[config.mk]
export PLATFORM = sky130hd
export DESIGN_NAME = memory_arbiter
export DESIGN_NICKNAME = d
export VERILOG_FILES = /design/src/rtl/cpu_types_pkg.sv /design/src/rtl/mem_arb_pkg.sv /design/src/rtl/rr_picker.sv /design/src/rtl/memory_arbiter.sv
export SDC_FILE = /design/constraint.sdc
export NUM_CORES = 1
export LEC_CHECK = 0
export BUFFER_PORTS_ARGS = -buffer_cell sky130_fd_sc_hd__buf_2
export CORE_AREA = 4 4 167 169
export DETAILED_ROUTE_END_ITERATION = 10
export DIE_AREA = 0 0 171 173
export PLACE_DENSITY = 0.45
export SYNTH_ARGS = -nofsm -noshare
export SYNTH_HDL_FRONTEND = slang
export SYNTH_HIERARCHICAL = 1
export SYNTH_SLANG_ARGS = --single-unit
[constraint.sdc]
create_clock -name CLK -period 3.6 [get_ports CLK]
set_clock_uncertainty 0.05 [all_clocks]
set_input_delay 0.72 -clock CLK [delete_from_list [all_inputs] [get_ports CLK]]
set_output_delay 0.72 -clock CLK [all_outputs]
set_load 0.005 [all_outputs]
[src/rtl/cpu_types_pkg.sv]
// rtl/cpu_types_pkg.sv - shared CPU/RAM types: data word and RAM status encoding.
package cpu_types_pkg;

    typedef logic [31:0] word_t;

    typedef enum logic [1:0] {
        FREE   = 2'b00,
        BUSY   = 2'b01,
        ACCESS = 2'b10,
        ERROR  = 2'b11
    } ramstate_t;

endpackage

[src/rtl/mem_arb_pkg.sv]
// rtl/mem_arb_pkg.sv - memory arbiter FSM states, grant kinds and round-robin helper.
package mem_arb_pkg;

    typedef enum logic {
        IDLE = 1'b0,
        XFER = 1'b1
    } arb_state_t;

    typedef enum logic [1:0] {
        IREAD = 2'b00,
        DREAD = 2'b01,
        WRITE = 2'b10
    } grant_kind_t;

    function automatic int next_index(input int idx, input int n);
        return (idx + 1) % n;
    endfunction

endpackage

[src/rtl/rr_picker.sv]
// rtl/rr_picker.sv - combinational round-robin pick: first requester at or after ptr.
module rr_picker #(
    parameter int N = 2,
    parameter int W = 1
) (
    input  logic [N-1:0] req,
    input  logic [W-1:0] ptr,
    output logic [W-1:0] idx,
    output logic         valid
);

    int j;

    // Scan farthest-first so the requester closest to ptr is the last (winning) write.
    always_comb begin
        idx   = '0;
        valid = 1'b0;
        j     = 0;
        for (int i = N - 1; i >= 0; i--) begin
            j = (int'(ptr) + i) % N;
            if (req[W'(j)]) begin
                idx   = W'(j);
                valid = 1'b1;
            end
        end
    end

endmodule

[src/rtl/memory_arbiter.sv]
// rtl/memory_arbiter.sv - round-robin arbiter of CPU I/D ports onto one RAM port.
// Optional per-CPU completion counters (grant_count) under MEM_ARB_PERF_EN.
module memory_arbiter
    import cpu_types_pkg::*;
    import mem_arb_pkg::*;
#(
    parameter int CPUS   = 2,
    parameter int ADDR_W = 32,
    parameter int WORD_W = $bits(word_t)
) (
    input  logic                          CLK,
    input  logic                          RST,
    input  logic [CPUS-1:0]               iREN,
    input  logic [CPUS-1:0]               dREN,
    input  logic [CPUS-1:0]               dWEN,
    input  logic [CPUS-1:0][ADDR_W-1:0]   iaddr,
    input  logic [CPUS-1:0][ADDR_W-1:0]   daddr,
    input  logic [CPUS-1:0][WORD_W-1:0]   dstore,
    output logic [CPUS-1:0]               iwait,
    output logic [CPUS-1:0]               dwait,
    output logic [CPUS-1:0][WORD_W-1:0]   iload,
    output logic [CPUS-1:0][WORD_W-1:0]   dload,
    output logic                          ramREN,
    output logic                          ramWEN,
    output logic [ADDR_W-1:0]             ramaddr,
    output logic [WORD_W-1:0]             ramstore,
    input  logic [WORD_W-1:0]             ramload,
    input  logic [1:0]                    ramstate
`ifdef MEM_ARB_PERF_EN
    ,
    output logic [CPUS-1:0][31:0]         grant_count
`endif
);

    localparam int RR_W = (CPUS > 1) ? $clog2(CPUS) : 1;

    arb_state_t  state, state_next;
    grant_kind_t kind, kind_next;
    logic [RR_W-1:0] rr, rr_next, owner, owner_next, owner_inc, pick_idx;
    logic            pick_valid, held, done;
    logic [CPUS-1:0] any_req;
    ramstate_t       rs;

    assign rs        = ramstate_t'(ramstate);
    assign any_req   = iREN | dREN | dWEN;
    assign owner_inc = RR_W'(next_index(int'(owner), CPUS));

    rr_picker #(.N(CPUS), .W(RR_W)) u_picker (
        .req   (any_req),
        .ptr   (rr),
        .idx   (pick_idx),
        .valid (pick_valid)
    );

    always_ff @(posedge CLK or posedge RST) begin
        if (RST) begin
            state <= IDLE;
            rr    <= '0;
            owner <= '0;
            kind  <= IREAD;
        end else begin
            state <= state_next;
            rr    <= rr_next;
            owner <= owner_next;
            kind  <= kind_next;
        end
    end

    always_comb begin
        state_next = state;
        rr_next    = rr;
        owner_next = owner;
        kind_next  = kind;
        held       = 1'b0;
        done       = 1'b0;
        ramREN     = 1'b0;
        ramWEN     = 1'b0;
        ramaddr    = '0;
        ramstore   = '0;
        case (state)
            IDLE: begin
                if (pick_valid) begin
                    state_next = XFER;
                    owner_next = pick_idx;
                    if (dWEN[pick_idx])      kind_next = WRITE;
                    else if (dREN[pick_idx]) kind_next = DREAD;
                    else                     kind_next = IREAD;
                end
            end
            XFER: begin
                case (kind)
                    WRITE:   held = dWEN[owner];
                    DREAD:   held = dREN[owner];
                    default: held = iREN[owner];
                endcase
                // A dropped request aborts without touching the RAM.
                if (!held) begin
                    state_next = IDLE;
                    rr_next    = owner_inc;
                end else begin
                    ramREN   = (kind != WRITE);
                    ramWEN   = (kind == WRITE);
                    ramaddr  = (kind == IREAD) ? iaddr[owner] : daddr[owner];
                    ramstore = (kind == WRITE) ? dstore[owner] : '0;
                    if (rs == ACCESS) begin
                        done       = 1'b1;
                        state_next = IDLE;
                        rr_next    = owner_inc;
                    end else if (rs == ERROR) begin
                        state_next = IDLE;
                    end
                end
            end
            default: state_next = IDLE;
        endcase
    end

    // dwait covers both data requests; only the completed kind is released.
    always_comb begin
        for (int c = 0; c < CPUS; c++) begin
            iwait[c] = iREN[c] & ~(done & (owner == RR_W'(c)) & (kind == IREAD));
            dwait[c] = (dREN[c] & ~(done & (owner == RR_W'(c)) & (kind == DREAD)))
                     | (dWEN[c] & ~(done & (owner == RR_W'(c)) & (kind == WRITE)));
            iload[c] = ramload;
            dload[c] = ramload;
        end
    end

`ifdef MEM_ARB_PERF_EN
    always_ff @(posedge CLK or posedge RST) begin
        if (RST) begin
            grant_count <= '0;
        end else if (done && (grant_count[owner] != 32'hFFFF_FFFF)) begin
            grant_count[owner] <= grant_count[owner] + 32'd1;
        end
    end
`endif

endmodule

Word level (Yosys, flattened, before mapping):

Cells that the tools add are included.

* flip-flop bits (word level): 5
* output and inout port bits: 198

* add/sub/neg operators: 2
* magnitude comparators: 4
* equality and inequality tests: 6
* multiplexer cells: 48
* bitwise gates (word level): 26
* reduce and logical (&&, ||, !) cells: 3

Operators with widths (number)
* 32-bit two-way mux: 12
* 1-bit two-way mux: 33
* 1-bit AND: 14
* 1-bit inverter: 8
* 2-bit equality test, second input constant: 3
* 1-bit by 3-bit less-than comparator with 1-bit output, second input constant: 2
* 1-bit by 2-bit less-than comparator with 1-bit output, second input constant: 2
* 1-bit bitwise OR: 4
* 1-bit one-hot mux with 2 select lines: 2
* 2-bit AND reduction: 2
* 1-bit adder, second input constant: 2
* 2-bit by 1-bit equality test with 1-bit output, second input constant: 1
* 2-bit zero test: 1
* 2-bit two-way mux: 1
* 2-bit by 1-bit != test with 1-bit output, second input constant: 1
* 2-bit != test, second input constant: 1

Longest topological paths before layout:

Gate-level depths: netlist of run 1.

* depth after elaboration: 11
* gate-level depth with buffers: 7

Hierarchy:

Netlist of run 1, hierarchy kept.

By module, submodules not included
* memory_arbiter: instances 1, cells each 330, area an instance 3030.4 um2, sequential area each 125.1 um2
* rr_picker: instances 1, cells each 2, area an instance 13.8 um2, sequential area each 0.0 um2

Least setup slack after synthesis of run 1:

OpenSTA, ideal clock, no wires.

* path type: register -> output
* start point: register kind[0]
* end point: output port ramaddr[13]
* arrival: 1.578 ns
* path slack: 1.252 ns
* cell stages (with the launch flop): 7
* path buffers: 2
* path through: dfrtp_1 > inv_1 > ha_1 > clkbuf_2 > clkbuf_1 > mux4_2 > nor2b_2

* cells in the longest elaborated chain, start to end: 5
* elaborated cells on any way between the ends: 8
* classes of those cells: eq/ne: 2; mux: 5; reduce/logical: 1

Ends and longest elaborated chain
* start, declared: RTL line memory_arbiter.sv:38 `grant_kind_t kind, kind_next;`
* start signal, assigned: RTL line memory_arbiter.sv:65 `kind <= kind_next;`
* 2-bit by 1-bit equality test with 1-bit output / 2-bit equality test (equally long branches): RTL line memory_arbiter.sv:91 `case (kind)`
* 1-bit one-hot mux with 2 select lines: RTL line memory_arbiter.sv:91
* 1-bit two-way mux: RTL line memory_arbiter.sv:80 `case (state)`
* 32-bit two-way mux *: RTL line memory_arbiter.sv:97 `if (!held) begin`
* 32-bit two-way mux *: RTL line memory_arbiter.sv:80
* end, declared: RTL line memory_arbiter.sv:25 `output logic [ADDR_W-1:0] ramaddr,`

Mark *: on every way between the ends. The rest lies on a longest branch, timed or not. The select of a mux whose other input is x is not followed.

Final worst setup path of run 1:

* start point: register owner
* end point: output port ramaddr[1]

* cells in the longest elaborated chain, start to end: 6
* elaborated cells on any way between the ends: 15
* classes of those cells: mux: 15

Ends and longest elaborated chain
* start, declared: RTL line memory_arbiter.sv:39 `logic [RR_W-1:0] rr, rr_next, owner, owner_next, owner_inc, pick_idx;`
* start signal, assigned: RTL line memory_arbiter.sv:64 `owner <= owner_next;`
* 1-bit two-way mux (on tied branches) (2 in a row): RTL line memory_arbiter.sv:94, memory_arbiter.sv:92, memory_arbiter.sv:93
* 1-bit one-hot mux with 2 select lines: RTL line memory_arbiter.sv:91
* 1-bit two-way mux: RTL line memory_arbiter.sv:80
* 32-bit two-way mux *: RTL line memory_arbiter.sv:97
* 32-bit two-way mux *: RTL line memory_arbiter.sv:80

Marked as above.

==> metrics.md, run 1 <==
| Metric | Value |
|---|---|
| Pleak | `1.97 nW` |
| Status | `complete, no violations` |
| Req. time, crit path | `between 2 and 3 ns` |
| Clock slew at reported path FFs | `0.04 ns` |
| DR iter-0 viols | `63` |
| Max frequency | `between 300 and 400 MHz` |
| GR Overflow Total | `0` |
| Warning count from the yosys run | `6` |
| Crit path launch type | `register` |
| Routed Antenna Nets | `0` |
| Design area | `3850 um^2` |
| Largest net degree at the start of global routing | `34` |
| Maximum vdd drop | `0.236 mV` |
| RSZ-0062 raised after global routing | `false` |
| Setup_tns | `0 ns` |
| Worst Setup End Kind | `output pin` |
| Std-Cell Rows | `60` |
| Power per cell area | `just under 600 nW/um^2` |
| Die extent in x | `171 um` |
| Tmin final | `3.04 ns` |
| CTS root buffer | `clkbuf_16` |
| Syn Std Cell Area | `3040 um^2` |
| Crit path DAT | `2.27 ns` |
| Area Overhead vs Synth | `26.6%` |
| Post-Route WL | `12.4 mm` |
| Period utilization | `a little over four fifths` |
| Initial antenna violation count | `4` |
| Hold Crit Class | `in2async` |
| GPL Wtd Cong | `between 0.7 and 0.8` |
| Number of global-route vias before repair | `around 3000` |
| Clock tree from TritonCTS | `built` |
| Worst-Margin Slew | `0.517 ns` |
| Via count | `2799` |
| Postcts setup bufs | `0` |
| Post-placement cell count | `803` |
| Vias/cell | `3.46` |
| GRT Total Usage | `around 7.6%` |
| Wire per inst | `15.4 um` |
| Core Box Area | `around 27000 um^2` |
| Initial Util | `about 11%` |
| Worst-path fanout max | `32` |
| Drt pass-1 iters | `4` |
| Hold slack | `around 0.36 ns` |
| Die height | `173 um` |
| CP Class | `reg2out` |
| Pins Over Slew Limit | `0` |
| Total CTS buffers | `3` |
| Syn avg cell area | `9.18 um^2` |
| Rel. slew slack | `between 60% and 70%` |
| Most common cell after layout, fill and taps aside | `buf_2` |
| Final Power | `2.22 mW` |
| Max-Cap Viols | `0` |
| # port buffers | `271` |
| DP HPWL | `between 10 and 15 mm` |
| Post-route DRC | `0` |
| Dpl cell area | `3760 um^2` |
| Finished Layout Cells | `808` |
| Worst skew pair latency | `0.23 ns` |
| Clock sink count | `5` |
| Syn Inst Count | `331` |
| Most frequent cells in the layout | `buf_2 (271), mux2i_1 (34), nor2_1 (34)` |
| CTS H-tree lvls | `1` |
| Share of cells above drive strength 1 | `71.0%` |
| CTS resizes | `0` |
| Total die area | `29600 um^2` |
| Cts hold-fix bufs | `0` |
| Max Root-Sink Buffers | `2` |
| Nets | `704` |
| Top Ports | `around 430` |
| Final setup fails | `0` |
| First-pass GRT wire length | `17.6 mm` |
| Fin. Hold Viols | `0` |
| Filler cells | `3046` |
| Net Count, Synth | `568` |
-- worst max-delay path, cell delays in order (launching register included) --
cell     delay (ns)
dfrtp_4        0.75
mux2i_4        0.40
nor2_4         0.09
a31oi_4        0.22
buf_12         0.22
and2b_1        0.20
buf_2          0.12
-- flip-flops by register name, indices dropped and copies added, names as in the netlist --
signal  cells
kind        2
owner       1
rr          1
state       1
-- where the power goes --
| group | internal [mW] | switching, mW | total (mW) |
|---|---|---|---|
| Combinational | 0.992 | 0.846 | 1.84 |
| Clock | 0.147 | 0.0430 | 0.190 |
| Sequential | 0.0893 | 0.104 | 0.193 |
-- through the flow --
stage | worst slack [ns] | utilization [%]
5_1_grt | 0.399 | 14.5
3_5_place_dp | 0.728 | 14.2
4_1_cts | 0.482 | 14.5
3_3_place_gp | 0.722 | 14.2
2_1_floorplan | 1.25 | -
6_report | 0.557 | 14.5
-- path summary, 6_finish.rpt --
check                                  start                 to  slack, ns  cells past startpoint
max                        owner$_DFFE_PP0P_         ramaddr[1]       0.56                      6
min                                      RST     rr$_DFFE_PP0P_       0.36                      2
max reg2reg                owner$_DFFE_PP0P_     rr$_DFFE_PP0P_       1.83                      4
min reg2reg                   rr$_DFFE_PP0P_     rr$_DFFE_PP0P_       0.47                      2
max in group asynchronous                RST  owner$_DFFE_PP0P_       2.91                      2
min in group CLK              rr$_DFFE_PP0P_     rr$_DFFE_PP0P_       0.47                      2
-- area by class of cell --
cell class,count,area [um^2],share of cell area [%]
inverters,7,26.3,0.683
flip-flops and latches,5,129,3.35
repair buffers,278,1420,37.0
clock buffers,4,78.8,2.05
well taps,341,427,11.1
diodes,1,2.50,0.0651
multi-input cells,172,1760,45.8
-- layer usage --
layer	part of all wire, %	vias to the layer above	track usage (%)
met5	0.16	-	0
met4	2.7	4	2.18
met3	14	34	3.36
met2	48	244	13.6
met1	35	1231	8.13
li1	-	1286	-
Power figures use the tool's default switching activity.
==> inputs of run 2 (changes only) <==
==> constraint.sdc (replaced) <==
create_clock -name CLK -period 3 [get_ports CLK]
set_clock_uncertainty 0.05 [all_clocks]
set_input_delay 0.6 -clock CLK [delete_from_list [all_inputs] [get_ports CLK]]
set_output_delay 0.6 -clock CLK [all_outputs]
set_load 0.005 [all_outputs]
==> metrics.md, run 2 (synthesis gave the netlist of run 1 again) <==
| Metric | Value |
|---|---|
| Drt pass-1 iters | `4 (unchanged)` |
| Core Box Area | `26600 um^2 (unchanged)` |
| Total die area | `29600 um^2 (unchanged)` |
| # port buffers | `271 (unchanged)` |
| GR Overflow Total | `0 (unchanged)` |
| Final Worst Setup Slack | `0.125 ns (-0.432 ns)` |
| Max Root-Sink Buffers | `2 (unchanged)` |
| Worst-path fanout max | `32 (unchanged)` |
| Via count | `2790 (-0.32%)` |
| Initial antenna violation count | `3 (-1)` |
| Worst skew pair latency | `0.23 ns (about the same)` |
| Max frequency | `348 MHz` |
| Setup_tns | `0 ns (unchanged)` |
| Max-Cap Viols | `0 (unchanged)` |
| First-pass GRT wire length | `17.2 mm (-1.9%)` |
| Nets | `702 (-0.28%)` |
| Total CTS buffers | `3 (unchanged)` |
| Tmin final | `2.87 ns` |
| Rel. slew slack | `76.5% (+11 points)` |
| RSZ-0062 raised after global routing | `false` |
| Cts hold-fix bufs | `0 (unchanged)` |
| Largest Register | `kind` |
| Setup slack at placement | `0.339 ns (-0.389 ns)` |
| Fin. Hold Viols | `0 (unchanged)` |
| Hold slack | `0.226 ns (-0.130 ns)` |
| Maximum vdd drop | `0.242 mV (+2.5%)` |
| CP Class | `reg2out` |
| Worst Setup End Kind | `output pin` |
| Share of cells above drive strength 1 | `70.9% (-0.12 points)` |
| Largest register FFs | `2 (unchanged)` |
| Comb pwr share | `85.7% (+3.0 points)` |
| Period utilization | `95.8%` |
| CTS root buffer | `clkbuf_16` |
| Clock sink count | `5 (unchanged)` |
| Most common cell after layout, fill and taps aside | `buf_2` |
| Wire per inst | `15.2 um (-1.1%)` |
| Pins Over Slew Limit | `0 (unchanged)` |
| Postcts setup bufs | `0 (unchanged)` |
| Final setup fails | `0 (unchanged)` |
| Post-route DRC | `0 (unchanged)` |
| Routed Antenna Nets | `0 (unchanged)` |
| Crit path DAT | `2.22 ns (-0.05 ns)` |
| DR iter-0 viols | `40 (-37%)` |
| Crit path launch type | `register` |
| Status | `complete, no violations` |
| GRT Total Usage | `7.49% (-0.14 points)` |
| Std-Cell Rows | `60 (unchanged)` |
| Clock Power Share | `8.1% (-0.5 points)` |
| Worst-Margin Slew | `0.353 ns (-0.164 ns)` |
| Switch share | `43.8% (-0.86 points)` |
| Post-Route WL | `12.3 mm (-1.2%)` |
| CTS H-tree lvls | `1 (unchanged)` |
| Pleak | `1.98 nW (+0.48%)` |
| Reg power frac | `6.2% (-2.5 points)` |
| Req. time, crit path | `2.35 ns (-0.48 ns)` |
| Clock slew at reported path FFs | `0.03 ns (about the same)` |
| Power per cell area | `699 nW/um^2 (+21%)` |
| P_sw | `1.19 mW (+20%)` |
| Hold Crit Class | `in2async` |
| DP HPWL | `10.9 mm (about the same)` |
| Die height | `173 um (unchanged)` |
| Largest net degree at the start of global routing | `42 (+24%)` |
| Clock tree from TritonCTS | `built` |
| Most frequent cells in the layout | `buf_2 (271), mux2i_1 (34), nor2_1 (34)` |
| CTS resizes | `0 (unchanged)` |
| Area Overhead vs Synth | `27.8%` |
| Die extent in x | `171 um (unchanged)` |
| Number of global-route vias before repair | `2972 (-1.4%)` |
| Internal power | `1.52 mW (+24%)` |
| GPL Wtd Cong | `0.761 (+1.5%)` |
| Initial Util | `11.4% (unchanged)` |
| Top Ports | `432 (unchanged)` |
| Vias/cell | `3.46 (-0.20%)` |
==> run 2: changes by cell type in the layout (fill, tap and decap cells not counted) <==
cell and change:
buf_12 +4, diode_2 +1, buf_4 -6
==> run 2: routing by layer <==
layer | GRT usage, % | vias up | share of wire [%]
met5 | 0 | - | 0.11
met4 | 2.67 | 2 | 2.7
met3 | 3.48 | 31 | 14
met2 | 13.1 | 245 | 48
met1 | 7.84 | 1231 | 35
li1 | - | 1281 | -
==> run 2: area by class of cell <==
type | instances | area, um^2
timing repair buffer | 276 | 1460
fill | 3105 | 22700
sequential | 5 | 129
tap | 341 | 427
antenna | 2 | 5.00
multi-input combinational | 172 | 1760
clock buffer | 4 | 78.8
inverter | 7 | 26.3
==> run 2: path summary, 6_finish.rpt <==
check,cells past startpoint,slack (ns),start,to
hold reg to reg,2,0.47,rr$_DFFE_PP0P_,rr$_DFFE_PP0P_
hold / removal,2,0.23,RST,kind[1]$_DFFE_PP0P_
min in group CLK,2,0.47,rr$_DFFE_PP0P_,rr$_DFFE_PP0P_
setup reg to reg,6,1.27,kind[0]$_DFFE_PP0P_,rr$_DFFE_PP0P_
setup / recovery,8,0.13,kind[0]$_DFFE_PP0P_,ramaddr[0]
max in group asynchronous,2,2.47,RST,owner$_DFFE_PP0P_
==> run 2: power by group through the flow <==
stage	logic, mW	registers [mW]	clock network [mW]
2_1_floorplan	1.85	0.126	0
3_3_place_gp	2.39	0.168	0
3_5_place_dp	2.40	0.169	0
4_1_cts	2.41	0.168	0.225
5_1_grt	2.57	0.173	0.232
6_report	2.33	0.167	0.220
==> run 2: critical path, stage by stage, from the launching register on <==
cell and delay (ns):
dfrtp_1 0.34, inv_1 0.07, ha_1 0.32, a22oi_2 0.27
mux2i_4 0.14, a31oi_4 0.27, buf_12 0.22, and2b_1 0.20
buf_2 0.12
==> run 2: per-stage QoR <==
stage / power [mW] / instance area [um^2] / instances / util [%]
2_1_floorplan: 1.98 / 3040 / 331 / -
3_3_place_gp: 2.56 / 3800 / 801 / 14.3
3_5_place_dp: 2.57 / 3800 / 801 / 14.3
4_1_cts: 2.81 / 3880 / 805 / 14.6
5_1_grt: 2.97 / 3880 / 806 / 14.6
6_report: 2.71 / 3880 / 807 / 14.6
